## src/rtl/fifo_wr_pkg.sv

```systemverilog
// Shared constants and pointer-code helpers for the FIFO write-side controller.
package fifo_wr_pkg;

    localparam int FN_W = 32;

    function automatic int ptr_width(input int depth);
        return $clog2(depth) + 1;
    endfunction

    function automatic int id_width(input int n);
        return (n > 1) ? $clog2(n) : 1;
    endfunction

    function automatic logic [FN_W-1:0] bin2gray(input logic [FN_W-1:0] b);
        return b ^ (b >> 1);
    endfunction

    function automatic logic [FN_W-1:0] gray2bin(input logic [FN_W-1:0] g);
        logic [FN_W-1:0] b;
        b[FN_W-1] = g[FN_W-1];
        for (int i = FN_W - 2; i >= 0; i--) b[i] = b[i+1] ^ g[i];
        return b;
    endfunction

endpackage

```

## src/rtl/fifo_wr_arb_cntrl_rr_arbiter.sv

```systemverilog
// Combinational round-robin arbiter: searches upward from last_grant+1 and
// returns a one-hot grant plus its index; the history register lives in the parent.
module rr_arbiter
    import fifo_wr_pkg::*;
#(
    parameter int NUM_REQ = 4,
    localparam int ID_WIDTH = id_width(NUM_REQ)
) (
    input  logic [NUM_REQ-1:0]  req,
    input  logic                en,
    input  logic [ID_WIDTH-1:0] last_grant,
    output logic [NUM_REQ-1:0]  grant,
    output logic [ID_WIDTH-1:0] grant_id
);

    int                idx;
    logic [ID_WIDTH-1:0] sel;
    logic              found;

    always_comb begin
        grant    = '0;
        grant_id = '0;
        found    = 1'b0;
        idx      = 0;
        sel      = '0;
        for (int i = 1; i <= NUM_REQ; i++) begin
            idx = (int'(last_grant) + i) % NUM_REQ;
            sel = ID_WIDTH'(idx);
            if (en && !found && req[sel]) begin
                grant[sel] = 1'b1;
                grant_id   = sel;
                found      = 1'b1;
            end
        end
    end

endmodule

```

## src/rtl/fifo_wr_arb_cntrl.sv

```systemverilog
// Write-side controller of the async FIFO: arbitrates requesters onto the memory
// write port, owns the write pointer and full flag. Optional: FIFO_WR_ALMOST_FULL_EN.
module fifo_wr_arb_cntrl
    import fifo_wr_pkg::*;
#(
    parameter int DATA_WIDTH = 8,
    parameter int MEM_DEPTH  = 8,
    parameter int NUM_REQ    = 4,
    parameter int AF_THRESH  = 2,
    localparam int PTR_WIDTH = ptr_width(MEM_DEPTH),
    localparam int ID_WIDTH  = id_width(NUM_REQ)
) (
    input  logic                          W_clk,
    input  logic                          W_rst,
    input  logic [NUM_REQ-1:0]            req_valid,
    input  logic [NUM_REQ*DATA_WIDTH-1:0] req_data,
    output logic [NUM_REQ-1:0]            req_ready,
    input  logic [PTR_WIDTH-1:0]          rd_ptr_gray_sync,
    output logic                          mem_wclk_en,
    output logic [PTR_WIDTH-2:0]          mem_waddr,
    output logic [DATA_WIDTH-1:0]         mem_wdata,
    output logic [PTR_WIDTH-1:0]          wr_ptr_gray,
    output logic                          full,
    output logic [ID_WIDTH-1:0]           grant_id
`ifdef FIFO_WR_ALMOST_FULL_EN
    ,
    output logic                          almost_full
`endif
);

    // Full when write Gray equals read Gray with the top two bits inverted.
    localparam logic [PTR_WIDTH-1:0] FULL_MASK = PTR_WIDTH'(3) << (PTR_WIDTH - 2);

    logic [NUM_REQ-1:0]   grant;
    logic [ID_WIDTH-1:0]  gid;
    logic [ID_WIDTH-1:0]  last_grant;
    logic [PTR_WIDTH-1:0] wr_ptr_bin;
    logic [PTR_WIDTH-1:0] wr_bin_next;
    logic [PTR_WIDTH-1:0] gray_next;
    logic                 transfer;
    logic                 full_next;

    // Reset also gates the arbiter so nothing is granted while W_rst is low.
    rr_arbiter #(.NUM_REQ(NUM_REQ)) u_arb (
        .req        (req_valid),
        .en         (~full & W_rst),
        .last_grant (last_grant),
        .grant      (grant),
        .grant_id   (gid)
    );

    assign req_ready   = grant;
    assign grant_id    = gid;
    assign transfer    = |(req_valid & grant);
    assign mem_wclk_en = transfer;
    assign mem_waddr   = wr_ptr_bin[PTR_WIDTH-2:0];

    always_comb begin
        mem_wdata = '0;
        if (|grant) mem_wdata = req_data[gid*DATA_WIDTH +: DATA_WIDTH];
    end

    assign wr_bin_next = wr_ptr_bin + PTR_WIDTH'(transfer);
    assign gray_next   = PTR_WIDTH'(bin2gray(FN_W'(wr_bin_next)));
    assign full_next   = (gray_next == (rd_ptr_gray_sync ^ FULL_MASK));

    always_ff @(posedge W_clk or negedge W_rst) begin
        if (!W_rst) begin
            wr_ptr_bin  <= '0;
            wr_ptr_gray <= '0;
            full        <= 1'b0;
            last_grant  <= ID_WIDTH'(NUM_REQ - 1);
        end else begin
            wr_ptr_bin  <= wr_bin_next;
            wr_ptr_gray <= gray_next;
            full        <= full_next;
            if (transfer) last_grant <= gid;
        end
    end

`ifdef FIFO_WR_ALMOST_FULL_EN
    logic [PTR_WIDTH-1:0] rd_bin;
    logic [PTR_WIDTH-1:0] free_slots;

    assign rd_bin     = PTR_WIDTH'(gray2bin(FN_W'(rd_ptr_gray_sync)));
    assign free_slots = PTR_WIDTH'(MEM_DEPTH) - (wr_bin_next - rd_bin);

    always_ff @(posedge W_clk or negedge W_rst) begin
        if (!W_rst) almost_full <= 1'b0;
        else        almost_full <= (free_slots <= PTR_WIDTH'(AF_THRESH));
    end
`endif

endmodule

```

## config.mk

```make
export PLATFORM = sky130hd
export DESIGN_NAME = fifo_wr_arb_cntrl
export DESIGN_NICKNAME = d
export VERILOG_FILES = /design/src/rtl/fifo_wr_pkg.sv /design/src/rtl/fifo_wr_arb_cntrl_rr_arbiter.sv /design/src/rtl/fifo_wr_arb_cntrl.sv
export SDC_FILE = /design/constraint.sdc
export NUM_CORES = 1
export LEC_CHECK = 0
export CORE_MARGIN = 2
export CORE_UTILIZATION = 42
export CTS_BUF_LIST = sky130_fd_sc_hd__clkbuf_16
export DETAILED_ROUTE_END_ITERATION = 16
export GPL_ROUTABILITY_DRIVEN = 0
export HOLD_SLACK_MARGIN = 0.05
export MAX_ROUTING_LAYER = met4
export PLACE_DENSITY = 0.79
export SYNTH_ARGS = -nofsm -noshare
export SYNTH_HDL_FRONTEND = slang
export SYNTH_SLANG_ARGS = --single-unit
```

## constraint.sdc

```tcl
create_clock -name W_clk -period 4.45 [get_ports W_clk]
set_input_delay 0.89 -clock W_clk [delete_from_list [all_inputs] [get_ports W_clk]]
set_output_delay 0.89 -clock W_clk [all_outputs]
set_load 0.01 [all_outputs]
```

# --- After elaboration in Yosys (flattened, before gate mapping) ---
# Cells that the tools add are included.
totals:
  ff_bits: 11
  ram_bits: 0
  latch_bits: 0
  mem_bits_ro: 0
  memories: 0
classes:
  multipliers: 0
  eq_ne: 1
  add_sub_neg: 5
  div_mod_pow: 0
  n_reduce_logical: 16
  n_shift: 1
  n_mux: 28
  order_cmp: 8
  bitwise_logic: 8
op_table:
  columns: ["op", "count"]
  rows:
  - ["32-bit by 6-bit variable part select with 8-bit output", 1]
  - ["4-bit 2-to-1 mux", 4]
  - ["2-bit by 3-bit < comparator with 1-bit output (second input constant)", 4]
  - ["4-bit bitwise OR", 3]
  - ["1-bit logical AND", 11]
  - ["1-bit 2-to-1 mux", 11]
  - ["1-bit binary-select mux with 2-bit select", 4]
  - ["1-bit demux with 2-bit select", 4]
  - ["2-bit by 1-bit >= comparator with 1-bit output (second input constant)", 4]
  - ["2-bit 2-to-1 mux", 4]
  - ["8-bit 2-to-1 mux", 1]
  - ["4-bit OR reduction", 2]
  - ["2-bit by 1-bit adder with 2-bit output (second input constant)", 2]
  - ["2-bit adder (second input constant)", 2]
  - ["4-bit by 1-bit adder with 4-bit output", 1]
  - ["4-bit bitwise AND", 1]
  - ["4-bit equality test", 1]
  - ["4-bit by 3-bit XOR with 4-bit output", 1]
  - ["1-bit logical NOT", 3]
  - ["2-bit inverter", 1]
  - ["1-bit bitwise AND", 1]
  - ["1-bit inverter", 1]

# --- Depth between registers and ports, before layout ---
# Gate-level depths: netlist (run 1).
logic_depth:
  depth_word: 22
  mapped_depth: 15
  mapped_depth_nobuf: 13

# --- Cells and area by module ---
# Synthesis (run 1) repeated with hierarchy kept, for this count alone.
unflattened:
  hier_cells: 104
  area_unflattened_um2: 1186.1
by_module_without_submodules:
  columns: ["module", "cells_per_inst", "seq_area_each_um2", "n_inst", "area_each_um2"]
  rows:
  - ["fifo_wr_arb_cntrl", 56, 252.7, 1, 739.5]
  - ["rr_arbiter", 48, 0.0, 1, 446.7]

# --- Worst setup path after synthesis (run 1) ---
# No wires, ideal clock.
synth_path:
  path_type: "reg-to-reg"
  start: "reg last_grant[1]"
  end: "reg full"
  path_stages_with_launch: 16
  path_slack_ns: 0.290
  n_path_buf: 2
  t_arrival_ns: 4.059
  setup_ns: 0.101
  synth_period_minus_slack_ns: 4.160
  cell_sequence: "dfstp_2 -> buf_2 -> inv_1 -> ha_1 -> buf_2 -> mux2_2 -> or4_1 -> a21oi_1 -> a221o_1 -> a2111o_1 -> ha_1 -> ha_1 -> xor2_1 -> xor2_1 -> xor2_1 -> nor4_1"
synth_between:
  elab_chain_cells: 22
synth_lines:
  columns: ["element", "line_no", "source"]
  rows:
  - ["from (decl)", "fifo_wr_arb_cntrl.sv:36", "logic [ID_WIDTH-1:0] last_grant;"]
  - ["from (signal assigned)", "fifo_wr_arb_cntrl.sv:72", "last_grant <= ID_WIDTH'(NUM_REQ - 1);"]
  - ["from (signal assigned)", "fifo_wr_arb_cntrl.sv:77", "if (transfer) last_grant <= gid;"]
  - ["branches (longest 16 deep; another with 2-bit by 3-bit < comparator with 1-bit output)", null, null]
  - ["4-bit 2-to-1 mux (*)", "fifo_wr_arb_cntrl_rr_arbiter.sv:29", "if (en && !found && req[sel]) begin"]
  - ["net req_ready[1]", "fifo_wr_arb_cntrl.sv:17", "output logic [NUM_REQ-1:0] req_ready,"]
  - ["4-bit bitwise AND (*)", "fifo_wr_arb_cntrl.sv:54", "assign transfer = |(req_valid & grant);"]
  - ["4-bit OR reduction (*)", "fifo_wr_arb_cntrl.sv:54", null]
  - ["net mem_wclk_en", "fifo_wr_arb_cntrl.sv:19", "output logic mem_wclk_en,"]
  - ["4-bit by 1-bit adder with 4-bit output (*)", "fifo_wr_arb_cntrl.sv:63", "assign wr_bin_next = wr_ptr_bin + PTR_WIDTH'(transfer);"]
  - ["net wr_bin_next[2]", "fifo_wr_arb_cntrl.sv:38", "logic [PTR_WIDTH-1:0] wr_bin_next;"]
  - ["4-bit by 3-bit XOR with 4-bit output (*)", "fifo_wr_pkg.sv:15", "return b ^ (b >> 1);"]
  - ["net gray_next[1]", "fifo_wr_arb_cntrl.sv:39", "logic [PTR_WIDTH-1:0] gray_next;"]
  - ["4-bit equality test (*)", "fifo_wr_arb_cntrl.sv:65", "assign full_next = (gray_next == (rd_ptr_gray_sync ^ FULL_MASK));"]
  - ["net full_next", "fifo_wr_arb_cntrl.sv:41", "logic full_next;"]
  - ["to (signal assigned)", "fifo_wr_arb_cntrl.sv:76", "full <= full_next;"]
  - ["to (decl)", "fifo_wr_arb_cntrl.sv:23", "output logic full,"]
# Mark *: on every way through the listed nets, which the timed path passes. The select of a mux whose other input is x is not followed.
# A chain may end at the register's enable or synchronous reset.

# --- Final worst setup path (run 1) ---
layout_path:
  start: "reg last_grant[1]"
  end: "out mem_wdata[5]"
layout_between:
  elab_chain_cells: 19
layout_lines:
  columns: ["element", "line_no", "source"]
  rows:
  - ["2-bit by 1-bit adder with 2-bit output", "fifo_wr_arb_cntrl_rr_arbiter.sv:27", "idx = (int'(last_grant) + i) % NUM_REQ;"]
  - ["1-bit binary-select mux with 2-bit select", "fifo_wr_arb_cntrl_rr_arbiter.sv:29", null]
  - ["1-bit 2-to-1 mux (not written as such)", "fifo_wr_arb_cntrl_rr_arbiter.sv:29", null]
  - ["1-bit logical AND", "fifo_wr_arb_cntrl_rr_arbiter.sv:29", null]
  - ["1-bit 2-to-1 mux", "fifo_wr_arb_cntrl_rr_arbiter.sv:29", null]
  - ["1-bit logical NOT", "fifo_wr_arb_cntrl_rr_arbiter.sv:29", null]
  - ["1-bit logical AND (2 in series)", "fifo_wr_arb_cntrl_rr_arbiter.sv:29", null]
  - ["1-bit 2-to-1 mux", "fifo_wr_arb_cntrl_rr_arbiter.sv:29", null]
  - ["1-bit logical NOT", "fifo_wr_arb_cntrl_rr_arbiter.sv:29", null]
  - ["1-bit logical AND (2 in series)", "fifo_wr_arb_cntrl_rr_arbiter.sv:29", null]
  - ["1-bit 2-to-1 mux", "fifo_wr_arb_cntrl_rr_arbiter.sv:29", null]
  - ["1-bit logical NOT", "fifo_wr_arb_cntrl_rr_arbiter.sv:29", null]
  - ["1-bit logical AND (2 in series)", "fifo_wr_arb_cntrl_rr_arbiter.sv:29", null]
  - ["2-bit 2-to-1 mux / 4-bit 2-to-1 mux (equally long branches)", "fifo_wr_arb_cntrl_rr_arbiter.sv:29", null]
  - ["32-bit by 6-bit variable part select with 8-bit output / 4-bit OR reduction (equally long branches)", "fifo_wr_arb_cntrl.sv:60", "if (|grant) mem_wdata = req_data[gid*DATA_WIDTH +: DATA_WIDTH];"]
  - ["8-bit 2-to-1 mux (*)", "fifo_wr_arb_cntrl.sv:60", null]
  - ["to (decl)", "fifo_wr_arb_cntrl.sv:21", "output logic [DATA_WIDTH-1:0] mem_wdata,"]
# Mark *: on every way between the ends. The rest lies on a longest branch, timed or not. The select of a mux whose other input is x is not followed.

==> impl_metrics.csv, run 1 <==
group,metric,value,unit
global_route,antenna_found_initial,0,
synthesis,synthTopCellsByCount,"23 x nand2_1, 10 x ha_1, 9 x a21oi_1",
sta,relSlewSlack,58.7,%
outcome,outcome,"complete, no violations",
cts,cts-root-buf,"clkbuf_16",
worst_setup_path,rr_worst_depth,17,
sta,worst_pin_slew,604,ps
worst_hold_path,holdPathEnd,"wr_ptr_bin[0]",
cts,clockBufferDepth,2,
sta,finalMaxSlewViolations,0,
floorplan,fp.dieH,61.5,µm
route,first_pass_iters,5,
final_layout,num_antenna_cells,0,
sta,finalCritPeriodShare,98.3,%
synthesis,synth_ff_type,"dfrtp_1",
place,port_buffers,64,
place,placed_area,0.00235,mm²
route,wirelength,5.61,mm
worst_hold_path,min_from,"wr_ptr_bin[0]",
floorplan,io_pins,65,
worst_setup_path,criticalPathCategory,"flip-flop to output port",
route,vias,1819,
worst_hold_path,hp-class,"flip-flop to flip-flop",
worst_setup_path,crit_family,"simple AND/OR/NAND/NOR gates",
cts,cts_buffers,3,
global_route,grt_pass1_vias,1757,
cts,cts_hold_buf,0,
synthesis,ys_seq_area_share,18.2,%
worst_hold_path,hold_depth,1,
synthesis,synth_top_area_share,14.4,%
worst_setup_path,r2r_end,"full",
floorplan,fp.dieW,61.5,µm
worst_setup_path,cp_max_fo,8,
worst_setup_path,required,3560,ps
flow_run,drv_cap,0,
worst_setup_path,crit_path_max_incr_delay,610,ps
floorplan,start_util,44.7,%
sta,setup_slack,76.5,ps
synthesis,synth_warnings,0,
power_and_ir_drop,p_leak,1.12,nW
final_layout,area_delta_synth_final,84.1,%
cts,clk_pin_slew,40,ps
global_route,grt_pass1_wl,8.36,mm
worst_setup_path,reg2reg_from,"last_grant[1]",
sta,finalClockSkew,5.37,ps
synthesis,async_reset_ff_share,100,%
worst_setup_path,rrSetupSlack,210,ps
power_and_ir_drop,p_per_area,630,mW/mm²
sta,setup_viol,0,
place,dp.cells,298,
synthesis,synth_edf_count,0,
worst_setup_path,slowest_stage,"or4_1",
synthesis,synth_area_per_cell,8.89,µm²
sta,final.min_clock_period,4370,ps
synthesis,ys_types,45,
worst_setup_path,critPathLaunchType,"flip-flop",
route,ant_nets,0,
final_layout,fin_util,82.3,%
synthesis,synth.cell_area,0.00139,mm²
route,drt_iter0_drc,194,
synthesis,syn_nets,208,
worst_setup_path,path_cells,"inv_1 -> ha_4 -> mux2_2 -> or4_1 -> buf_4 -> a211oi_2 -> or3_4 -> nor4_4 -> buf_12 -> a311oi_2 -> dlygate4sd2_1",
synthesis,synth.largest_area_cell,"dfrtp_1",
place,place_ws,-412,ps
cts,clock_latency,240,ps
final_layout,drive_gt1_share,32.1,%
synthesis,ys_top_cells_by_area,"dfrtp_1 14%, ha_1 9.0%, a311oi_2 8.7%",
worst_setup_path,cp_num_buf_inv,4,
floorplan,rows,20,
cts,htreeDepth,1,
route,routed_via_density,5.94,
global_route,grt_max_degree,14,
place,hpwl,3.87,mm
power_and_ir_drop,power,1.61,mW
final_layout,final_area,0.00255,mm²
synthesis,ys_ff_latch,10,
final_layout,fin_cells,306,
synthesis,synth.most_common_cell,"nand2_1",
worst_setup_path,endpoint_kind,"output port",
power_and_ir_drop,irDropWorstVdd,493,µV
final_layout,nNetsFinal,315,
route,drc,0,
global_route,overflow,0,
synthesis,synthCells,156,
floorplan,die_area,0.00378,mm²
floorplan,coreArea,0.00310,mm²
global_route,track_usage,31.6,%
cts,cts_tree,"built",
sta,finalHoldViolCount,0,
sta,fmax,0.229,GHz
worst_setup_path,critPathArrivalTime,3480,ps
route,avgRoutedWirePerCell,18.3,µm
cts,numClockSinks,10,
## per-stage QoR
step	hold WS [ps]	TNS, ps
6_report	584	0
5_1_grt	598	-45.3
3_3_place_gp	542	-3410
4_1_cts	579	0
2_1_floorplan	584	0
3_5_place_dp	551	-4400
## timing repair
action                     4_1_cts  5_1_grt
pin swaps                        2        0
setup endpoints to repair       15        7
gates cloned                     0        1
setup buffers                    2        1
resized for setup               22        9
## kinds of logic after synthesis
family	synth area share, %
AO/OA/AOI/OAI	27.0
flip-flops	18.2
multiplexers	12.0
adder cells (fa/ha/maj)	9.03
AND/OR/NAND/NOR	21.9
XOR/XNOR	5.69
buffers and inverters	6.14
## power by group
part           total [mW]  leakage [nW]  internal [mW]  switching, mW
registers           0.172         0.118          0.142         0.0304
logic                1.28         0.967          0.650          0.627
clock network       0.159        0.0385          0.118         0.0417
total                1.61          1.12          0.910          0.699
## worst max-delay path by stage
stage                       start      endpoint  cells past startpoint
global route         req_valid[3]  mem_wdata[2]                     10
finish              last_grant[1]  mem_wdata[5]                     11
floorplan           last_grant[1]          full                     15
global placement     req_valid[2]  mem_wdata[1]                      8
CTS                 last_grant[1]   mem_wclk_en                     10
detailed placement   req_valid[2]  mem_wdata[1]                      8
## cell type report
class,instances,area [µm²]
multi-input combinational,129,1150
clock inverter,1,3.75
clock buffer,3,75.1
tap,44,55.1
timing repair buffer,110,986
sequential,10,253
inverter,9,33.8
fill,204,551
## flip-flops by register name, indices dropped and copies added (netlist names)
signal and cells:
full 1, last_grant 2, wr_ptr_bin 4, wr_ptr_gray 3
## metal layers
layer	vias to the layer above	part of all wire, %	GRT usage, %	wire length, µm
met4	0	4.3	11.6	239
met1	852	38	38.1	2150
met5	-	0	-	0
li1	809	-	-	-
met3	31	7.9	5.25	445
met2	127	49	52.9	2780
## cells in the final DEF, fill, tap and decap left out, types with 2 or more instances in the layout
master,synthesis,final
or3b_1,3,3
o31a_1,3,3
nand3b_1,2,2
a2111oi_0,8,8
dfrtp_1,8,8
a21oi_1,9,8
nor2b_1,2,2
xor2_1,7,6
buf_4,1,45
a311oi_2,8,8
or3_4,0,3
and3_1,8,8
clkinv_1,1,2
nor2_1,3,3
mux2i_1,5,5
o21ai_0,2,2
dfstp_2,2,2
xnor2_1,2,2
a211oi_2,0,2
clkdlybuf4s50_1,0,51
clkbuf_16,0,3
inv_1,8,8
a2111o_1,2,2
mux4_2,2,2
dlygate4sd2_1,0,9
mux2_2,5,5
ha_1,10,9
nand2_1,23,23
## worst reg2reg max path, stage by stage (launching register included)
cell and delay, ps:
dfstp_2 530, inv_1 130, ha_4 330, mux2_2 320, or4_1 610, buf_4 200, a211oi_2 250, buf_4 150
o31a_1 150, a2111o_1 150, buf_4 130, ha_1 160, ha_1 210, xor2_2 220, buf_4 170, xnor2_1 160
xnor2_1 120, nor4_2 150
No activity file was read; power rests on OpenSTA's default activity.
==> inputs of run 2 (changes only) <==
Settings changed: CORE_UTILIZATION 42 to 50, DONT_BUFFER_PORTS set to 1, PLACE_DENSITY 0.79 to 0.62.
==> impl_metrics.csv, run 2 (synthesized netlist as in run 1, its figures left out) <==
group,metric,value,unit
outcome,outcome,"complete, no violations",
final_layout,drive_gt1_share,21.3,%
floorplan,fp.dieH,56.7,µm
place,dp.cells,187,
route,first_pass_iters,4,
route,avgRoutedWirePerCell,18.5,µm
sta,setup_viol,0,
cts,cts_tree,"built",
route,drc,0,
sta,finalCritPeriodShare,94.6,%
worst_hold_path,hp-class,"input port to asynchronous set/reset pin",
worst_setup_path,path_cells,"inv_1 -> ha_1 -> mux2_2 -> or4_1 -> a21oi_1 -> o21a_1 -> a2111oi_0 -> buf_4 -> a311oi_2",
sta,final.min_clock_period,4210,ps
global_route,grt_max_degree,15,
route,vias,1250,
cts,numClockSinks,10,
floorplan,rows,19,
final_layout,layout_common_cells,"23 x nand2_1, 10 x ha_1, 9 x a21oi_1, 9 x buf_4",
global_route,use_met2,37.2,%
global_route,track_usage,22.7,%
place,port_buffers,0,
route,wirelength,3.53,mm
worst_setup_path,critPathLaunchType,"flip-flop",
route,drt_iter0_drc,24,
worst_setup_path,required,3560,ps
route,ant_nets,0,
worst_setup_path,critPathArrivalTime,3320,ps
floorplan,die_area,0.00321,mm²
floorplan,io_pins,65,
sta,finalHoldViolCount,0,
worst_setup_path,endpoint_kind,"output port",
route,routed_via_density,6.54,
global_route,overflow,0,
cts,cts_resized,0,
final_layout,area_delta_synth_final,9.66,%
global_route,use_met1,28.4,%
final_layout,nNetsFinal,213,
floorplan,fp.dieW,56.7,µm
cts,clock_latency,230,ps
final_layout,regMostFlops,"wr_ptr_bin",
worst_setup_path,cp_max_fo,9,
cts,cts_hold_buf,0,
cts,clk_pin_slew,40,ps
sta,rsz0062_at_grt,"false",
cts,cts-root-buf,"clkbuf_16",
power_and_ir_drop,p_leak,0.637,nW
sta,finalClockSkew,2.06,ps
worst_setup_path,slowest_stage,"or4_1",
sta,setup_tns,0,ps
sta,finalMaxSlewViolations,0,
final_layout,fin_cells,191,
sta,relSlewSlack,49.0,%
cts,clockBufferDepth,2,
sta,worst_pin_slew,764,ps
floorplan,coreArea,0.00269,mm²
power_and_ir_drop,irDropWorstVdd,529,µV
global_route,antenna_found_initial,0,
worst_setup_path,criticalPathCategory,"flip-flop to output port",
power_and_ir_drop,power,1.11,mW
final_layout,final_common_cell,"nand2_1",
cts,cts_buffers,3,
final_layout,largestRegisters,"wr_ptr_bin (4), wr_ptr_gray (3), last_grant (2)",
worst_setup_path,crit_path_max_incr_delay,620,ps
cts,postCtsSetupRepairBufs,0,
global_route,grt_pass1_wl,5.68,mm
worst_setup_path,rrSetupSlack,550,ps
flow_run,drv_cap,0,
power_and_ir_drop,p_per_area,731,mW/mm²
floorplan,start_util,51.6,%
global_route,busiest_layer,"met2",
final_layout,largest_reg_flops,4,
final_layout,num_antenna_cells,0,
cts,htreeDepth,1,
global_route,grt_pass1_vias,1209,
sta,fmax,0.238,GHz
place,hpwl,2.78,mm
global_route,met3_usage,5.30,%
[run 2: path summary, 6_finish.rpt]
check,start,endpoint,cells past startpoint
worst min-delay path,W_rst,wr_ptr_gray[1],0
worst max-delay path,last_grant[0],mem_wdata[6],9
max in group asynchronous,W_rst,last_grant[0],0
worst max register to register,last_grant[0],full,13
min in group W_clk,wr_ptr_bin[0],wr_ptr_bin[0],1
worst min register to register,wr_ptr_bin[0],wr_ptr_bin[0],1
[run 2: critical path: cells and delay by family (launching register included)]
kind                     cells  cell delay, ps
multiplexers                 1             330
flip-flops                   1             520
AND/OR/NAND/NOR              1             620
adder cells (fa/ha/maj)      1             360
buffers and inverters        2             270
AO/OA/AOI/OAI                4             980
[run 2: power breakdown]
group | internal (mW) | switching (mW)
Clock | 0.118 | 0.0399
Sequential | 0.142 | 0.0432
Combinational | 0.319 | 0.450
[run 2: per-layer routing]
layer,share of wire (%),vias to the layer above
met1,42,568
met4,0.51,0
met3,8.7,4
li1,-,609
met5,0,-
met2,49,69
[run 2: layout make-up]
| cell class | count | area [µm²] |
|---|---|---|
| inverters | 9 | 33.8 |
| flip-flops and latches | 10 | 253 |
| clock inverters | 1 | 3.75 |
| clock buffers | 3 | 75.1 |
| fillers | 244 | 1170 |
| well taps | 31 | 38.8 |
| repair buffers | 9 | 67.6 |
| multi-input cells | 128 | 1050 |
[run 2: through the flow]
stage,area [µm²],setup slack (ps),hold slack [ps],util (%)
6_report,1520,240,350,56.6
5_1_grt,1520,80.0,342,56.6
4_1_cts,1520,238,346,56.6
3_5_place_dp,1440,497,595,53.7
3_3_place_gp,1440,506,595,53.7
2_1_floorplan,1390,290,584,-
